===== src/rtl/program_counter.sv =====
// Fetch-stage program counter: holds the PC and run state, steps by +1 or a
// signed relative branch offset, and counts retired instructions (saturating).
module program_counter #(
  parameter int PC_WIDTH    = 10,
  parameter int COUNT_WIDTH = 16
) (
  input  logic                   clk,
  input  logic                   reset,
  input  logic                   start,
  input  logic                   stall,
  input  logic                   halt,
  input  logic                   branch_en,
  input  logic                   branch_taken,
  input  logic [7:0]             offset,
  output logic [PC_WIDTH-1:0]    pc,
  output logic                   running,
  output logic                   done,
  output logic [COUNT_WIDTH-1:0] retired
);

  typedef enum logic [1:0] {
    IDLE = 2'd0,
    RUN  = 2'd1,
    DONE = 2'd2
  } state_t;

  localparam logic [COUNT_WIDTH-1:0] COUNT_MAX = {COUNT_WIDTH{1'b1}};

  state_t state;

  // Sign-extend the 8-bit table offset to the PC width; the add then wraps modulo 2**PC_WIDTH.
  function automatic logic [PC_WIDTH-1:0] sext_offset(input logic [7:0] off);
    return PC_WIDTH'($signed(off));
  endfunction

  function automatic logic [COUNT_WIDTH-1:0] sat_inc(input logic [COUNT_WIDTH-1:0] cnt);
    return (cnt == COUNT_MAX) ? cnt : cnt + COUNT_WIDTH'(1);
  endfunction

  // State, PC, retired counter and status flags, all registered.
  always_ff @(posedge clk) begin
    if (reset) begin
      state   <= IDLE;
      pc      <= {PC_WIDTH{1'b0}};
      retired <= {COUNT_WIDTH{1'b0}};
      running <= 1'b0;
      done    <= 1'b0;
    end else begin
      case (state)
        IDLE, DONE: begin
          if (start) begin
            state   <= RUN;
            pc      <= {PC_WIDTH{1'b0}};
            retired <= {COUNT_WIDTH{1'b0}};
            running <= 1'b1;
            done    <= 1'b0;
          end else begin
            state   <= state;
            pc      <= pc;
            retired <= retired;
            running <= 1'b0;
            done    <= (state == DONE);
          end
        end
        RUN: begin
          if (stall) begin
            state   <= RUN;
            pc      <= pc;
            retired <= retired;
            running <= 1'b1;
            done    <= 1'b0;
          end else if (halt) begin
            // PC stays on the halt instruction so the host can see where it stopped.
            state   <= DONE;
            pc      <= pc;
            retired <= sat_inc(retired);
            running <= 1'b0;
            done    <= 1'b1;
          end else if (branch_en && branch_taken) begin
            state   <= RUN;
            pc      <= pc + sext_offset(offset);
            retired <= sat_inc(retired);
            running <= 1'b1;
            done    <= 1'b0;
          end else begin
            state   <= RUN;
            pc      <= pc + PC_WIDTH'(1);
            retired <= sat_inc(retired);
            running <= 1'b1;
            done    <= 1'b0;
          end
        end
        default: begin
          state   <= IDLE;
          pc      <= {PC_WIDTH{1'b0}};
          retired <= {COUNT_WIDTH{1'b0}};
          running <= 1'b0;
          done    <= 1'b0;
        end
      endcase
    end
  end

endmodule


===== config.mk =====
export PLATFORM = sky130hd
export DESIGN_NAME = program_counter
export DESIGN_NICKNAME = d
export VERILOG_FILES = /design/src/rtl/program_counter.sv
export SDC_FILE = /design/constraint.sdc
export NUM_CORES = 1
export LEC_CHECK = 0
export CAP_MARGIN = 20
export CORE_MARGIN = 8
export CORE_UTILIZATION = 48
export DETAILED_ROUTE_END_ITERATION = 10
export PLACE_DENSITY = 0.83
export SLEW_MARGIN = 0
export SYNTH_ARGS = -nofsm -noshare
export SYNTH_HDL_FRONTEND = slang
export SYNTH_SLANG_ARGS = --single-unit
export TNS_END_PERCENT = 30

===== constraint.sdc =====
create_clock -name clk -period 2.5 [get_ports clk]
set_input_delay 0.75 -clock clk [delete_from_list [all_inputs] [get_ports clk]]
set_output_delay 0.75 -clock clk [all_outputs]
set_load 0.01 [all_outputs]

# Yosys cells after proc, flatten, opt, wreduce, memory -nomap -nowiden
# Cells that the tools add are included.
classes:
  addsub: 3
  eq_ne: 7
  n_mux: 21
  reduce_logical: 5
op_table:
  columns: ["op", "n"]
  rows:
  - ["$mux W16", 3]
  - ["$mux W10", 4]
  - ["$pmux W16 S2", 1]
  - ["$pmux W10 S2", 1]
  - ["$add A16 B1 Y16 const B", 1]
  - ["$eq A16 B16 Y1 const B", 1]
  - ["$add A10 B1 Y10 const B", 1]
  - ["$add A10 B10 Y10", 1]
  - ["$ne A2 B2 Y1 const B", 4]
  - ["$mux W1", 6]
  - ["$mux W2", 3]
  - ["$reduce_and A3 Y1", 2]
  - ["$pmux W1 S2", 2]
  - ["$pmux W2 S2", 1]
  - ["$eq A2 B1 Y1 const B", 1]
  - ["$eq A2 B2 Y1 const B", 1]
  - ["$logic_not A2 Y1", 1]
  - ["$reduce_or A2 Y1", 1]
  - ["$logic_and A1 B1 Y1", 1]
word_totals:
  register_bits: 30
  inputBits: 15
  output_inout_bits: 28
  word_cells: 41

# Longest topological paths before layout
logic_depth:
  depth_word: 5
  depth_mapped: 9
  ltp_nobuf: 9

# Worst setup path after synthesis
# OpenSTA, ideal clock, no wires.
synth_path:
  path_type: "input port to flip-flop"
  startpoint: "input branch_taken"
  endpoint: "register pc[7]"
  setup_time_ns: 0.119
  arrival_ns: 2.200
  required_ns: 2.381
  slack_ns: 0.181
  path_stages: 8
  path_buffers: 0
  cell_sequence: "nand3_1 inv_1 ha_1 a211o_1 a21o_1 a221oi_1 mux2i_1 nand2_1"
synth_via:
  elab_chain_len: 5
synth_lines:
  columns: ["element", "line", "source"]
  rows:
  - ["start, declared", "13", "input logic branch_taken,"]
  - ["$logic_and A1 B1 Y1", "79", "end else if (branch_en && branch_taken) begin"]
  - ["$mux W10", "79", null]
  - ["$mux W10", "72", "end else if (halt) begin"]
  - ["$mux W10", "66", "if (stall) begin"]
  - ["$pmux W10 S2", "49", "case (state)"]
  - ["end signal, assigned", "68", "pc <= pc;"]
  - ["end signal, assigned", "75", "pc <= pc;"]
  - ["end signal, assigned", "81", "pc <= pc + sext_offset(offset);"]
  - ["end, declared", "15", "output logic [PC_WIDTH-1:0] pc,"]
# No other way between the ends. The select of a mux whose other input is x is not followed.
# A chain may end at the register's enable or synchronous reset.

# Worst setup path in the final report
layout_path:
  startpoint: "input branch_en"
  endpoint: "register pc[2]"
layout_via:
  elab_chain_len: 5
layout_lines:
  columns: ["element", "line", "source"]
  rows:
  - ["start, declared", "12", "input logic branch_en,"]
  - ["$logic_and A1 B1 Y1", "79", null]
  - ["$mux W10", "79", null]
  - ["$mux W10", "72", null]
  - ["$mux W10", "66", null]
  - ["$pmux W10 S2", "49", null]
# No other way between the ends. The select of a mux whose other input is x is not followed.

==> summary.txt <==
Status: completed
CTS H-tree depth: 2
Leakage power: 1.12 nW
Die height: 80.0 µm
Worst vdd ir: 0.000353 V
Post-layout util: 0.712
Post-DP HPWL: 3870 µm
Final wirelength: 5300 µm
Cts-stage hold buffer count: 0
Max-slew violations: 0
Distinct cell type count after synthesis: 56
Clk sinks: 30
Yosys warnings: 0
Cell taking the most area after synthesis: dfxtp_1
Initial core utilization: 0.494
IO Count: 43
Slew @ Worst Pin: 0.573 ns
Root buf cell: clkbuf_8
Setup-failing EPs final: 0
Hold Path Depth: 2
Drt first pass iters: 4
Crit path cell chain: dlygate4sd2_1, nand3b_1, ha_2, inv_2, fa_2, nor2b_4, buf_4, buf_4, buf_4, buf_4, buf_4, nor4_4, a21oi_2, nor2_1
Reg2reg end: retired[15]
Inserted Diodes: 0
Setup CP Type: input port to flop
Setup crit start kind: input port
Crit-path max cell delay: 0.36 ns
Fmax: 410 MHz
Worst endpoint required time: 2.66 ns
Vias: 2,029
Post-DR vias/cell: 5.73
Hold Crit Class: flop to flop
R2R cell count: 5
Placed inst area: 2630 µm²
Hold Vio Cnt, Final: 0
Layout area overhead: 44.0%
Share of cells above drive strength 1: 0.201
Synth Register Bits: 30
Setup Skew: 0.00478 ns
Initial antenna violation count: 0
Slowest CP cell: fa_2
Synthesized Nets: 256
Yosys top cell area share: 0.306
Post-route cell area: 2830 µm²
Setup slack, reg-to-reg: 0.55 ns
WHS Endpoint: retired[15]
Post-synthesis sequential area ratio: 0.306
Power Dens Cells: 373 nW/µm²
Final min period: 2.44 ns
Reg2reg start: retired[6]
Row count: 23
Synthesized cell area: 1960 µm²
Mapped Cells: 230
Max capacitance violation total: 0
RSZ-0062 raised after global routing: true
GRT Util Overall: 0.164
CTS tree: yes
Crit path max fanout: 4
CP arrival: 2.60 ns
Worst-path clk slew: 0.06 ns
Main synth FF type: dfxtp_1
Most Frequent Cell on Critical Path: buf_4
DR WL/cell: 15.0 µm
Num CTS Buffers: 5
Rel. slew slack: 0.615
Number of flops mapped to enable cells by yosys: 0
Top cells by area, synth: dfxtp_1 31%, ha_1 6.4%, nor2_1 4.4%
Cell with the most instances after synthesis: dfxtp_1
DR DRC count: 0
Initial drt markers: 89
Area of the die: 6390 µm²
Port Buffer Count: 42
Top cells by count, synth: 30 x dfxtp_1, 23 x nor2_1, 17 x nand2_1, 14 x a21oi_1, 11 x nand3_1
Hold wc startpoint: retired[15]
Clk Latency, worst-skew pair: 0.28 ns
First-pass GRT wire length: 8510 µm
Core area: 3970 µm²
Global route overflow: 0
Largest net degree at the start of global routing: 22
Final worst path period share: 0.975
Fillcell total: 325
Crit. End Element: flop
Final net count: 331
Die Width: 80.0 µm
Placer Congestion: 0.951
Clock tree buffer depth: 2
Final ANT Viol Nets: 0
Vias in the first global route: 1,929
Asr flop ratio synth: 0
Avg Cell Area, Syn: 8.54 µm²
==> layout by cell type, fill, tap and decap left out, types with 4 or more instances in the layout <==
| master | n |
|---|---|
| dfxtp_1 | 30 |
| inv_1 | 7 |
| xor2_1 | 5 |
| a21o_1 | 5 |
| a21oi_1 | 13 |
| nand3_1 | 9 |
| mux2i_1 | 4 |
| nand2_1 | 17 |
| nor2_1 | 23 |
| clkbuf_8 | 6 |
| nand2b_1 | 6 |
| buf_4 | 35 |
| xnor2_1 | 4 |
| ha_1 | 8 |
| clkdlybuf4s50_1 | 38 |
| o21ai_0 | 6 |
| and3_1 | 9 |
| nor2b_1 | 4 |
| nand4_1 | 5 |
==> layout make-up <==
cell class	instances	area, µm²	area share
Sequential cell	30	601	0.212
Tap cell	50	62.6	0.0221
Inverter	8	30.0	0.0106
Clock buffer	6	82.6	0.0292
Timing Repair Buffer	77	683	0.242
Multi-Input combinational cell	183	1370	0.484
==> critical path, delay by kind of cell <==
kind | cells | cell delay [ns]
simple gates | 4 | 0.35
buf+inv | 7 | 0.81
compound gates | 1 | 0.12
fa+ha+maj | 2 | 0.55
==> per-layer routing <==
metal  up-vias  part of all wire  global-route usage
met4         0             0.021              0.0727
li1       1002                 -                   -
met1       958              0.43               0.171
met2        59              0.48               0.292
met5         -                 0                   0
met3        10             0.063              0.0507
==> how the worst max path moves through the flow <==
| stage | startpoint | to | slack, ns | cells past startpoint |
|---|---|---|---|---|
| floorplan | branch_taken | pc[7] | 0.18 | 8 |
| global placement | branch_en | pc[7] | -0.49 | 9 |
| detailed placement | branch_taken | pc[7] | -0.53 | 9 |
| CTS | offset[1] | pc[8] | -0.007 | 9 |
| global route | branch_en | pc[2] | -0.002 | 14 |
| finish | branch_en | pc[2] | 0.06 | 14 |
==> state kept, by name (all words and copies together), names as in the netlist <==
name / flops
pc: 10
retired: 16
state: 2
done: 1
running: 1
==> kinds of logic (layout without fill, tap and decap cells) <==
kind of cell	count (synthesis)	after routing	share of synthesized area
AOI/OAI and AO/OA	52	52	0.211
xor gates and xnor gates	9	9	0.0402
adders and majority gates	11	11	0.0739
buffers and inverters	17	91	0.0421
DFF	30	30	0.306
muxes	4	4	0.0204
and+or+nand+nor	107	107	0.307
==> report_power, final <==
group	internal, mW	leakage, nW	switching [mW]	total, mW
combinational	0.0865	0.836	0.0900	0.177
sequential	0.487	0.243	0.00935	0.496
clock	0.212	0.0431	0.171	0.382
total	0.785	1.12	0.270	1.05
==> timing repair <==
item / 4_1_cts / 5_1_grt
pin swaps: 8 / 6
setup endpoints to repair: 5 / 5
setup buffers: 4 / 0
resized for setup: 12 / 9
==> through the flow <==
stage / hold WS (ns) / total power, mW / std cells / TNS [ns] / setup slack (ns)
after global placement: 0.470 / 0.670 / 344 / -2.32 / -0.487
after global routing: 0.509 / 1.10 / 354 / -0.00191 / -0.00191
final: 0.498 / 1.06 / 354 / 0 / 0.0635
after floorplan: 0.492 / 0.594 / 230 / 0 / 0.181
after CTS: 0.486 / 1.06 / 354 / -0.00702 / -0.00702
after detailed placement: 0.477 / 0.675 / 344 / -2.69 / -0.531
No activity file was read; power rests on OpenSTA's default activity.
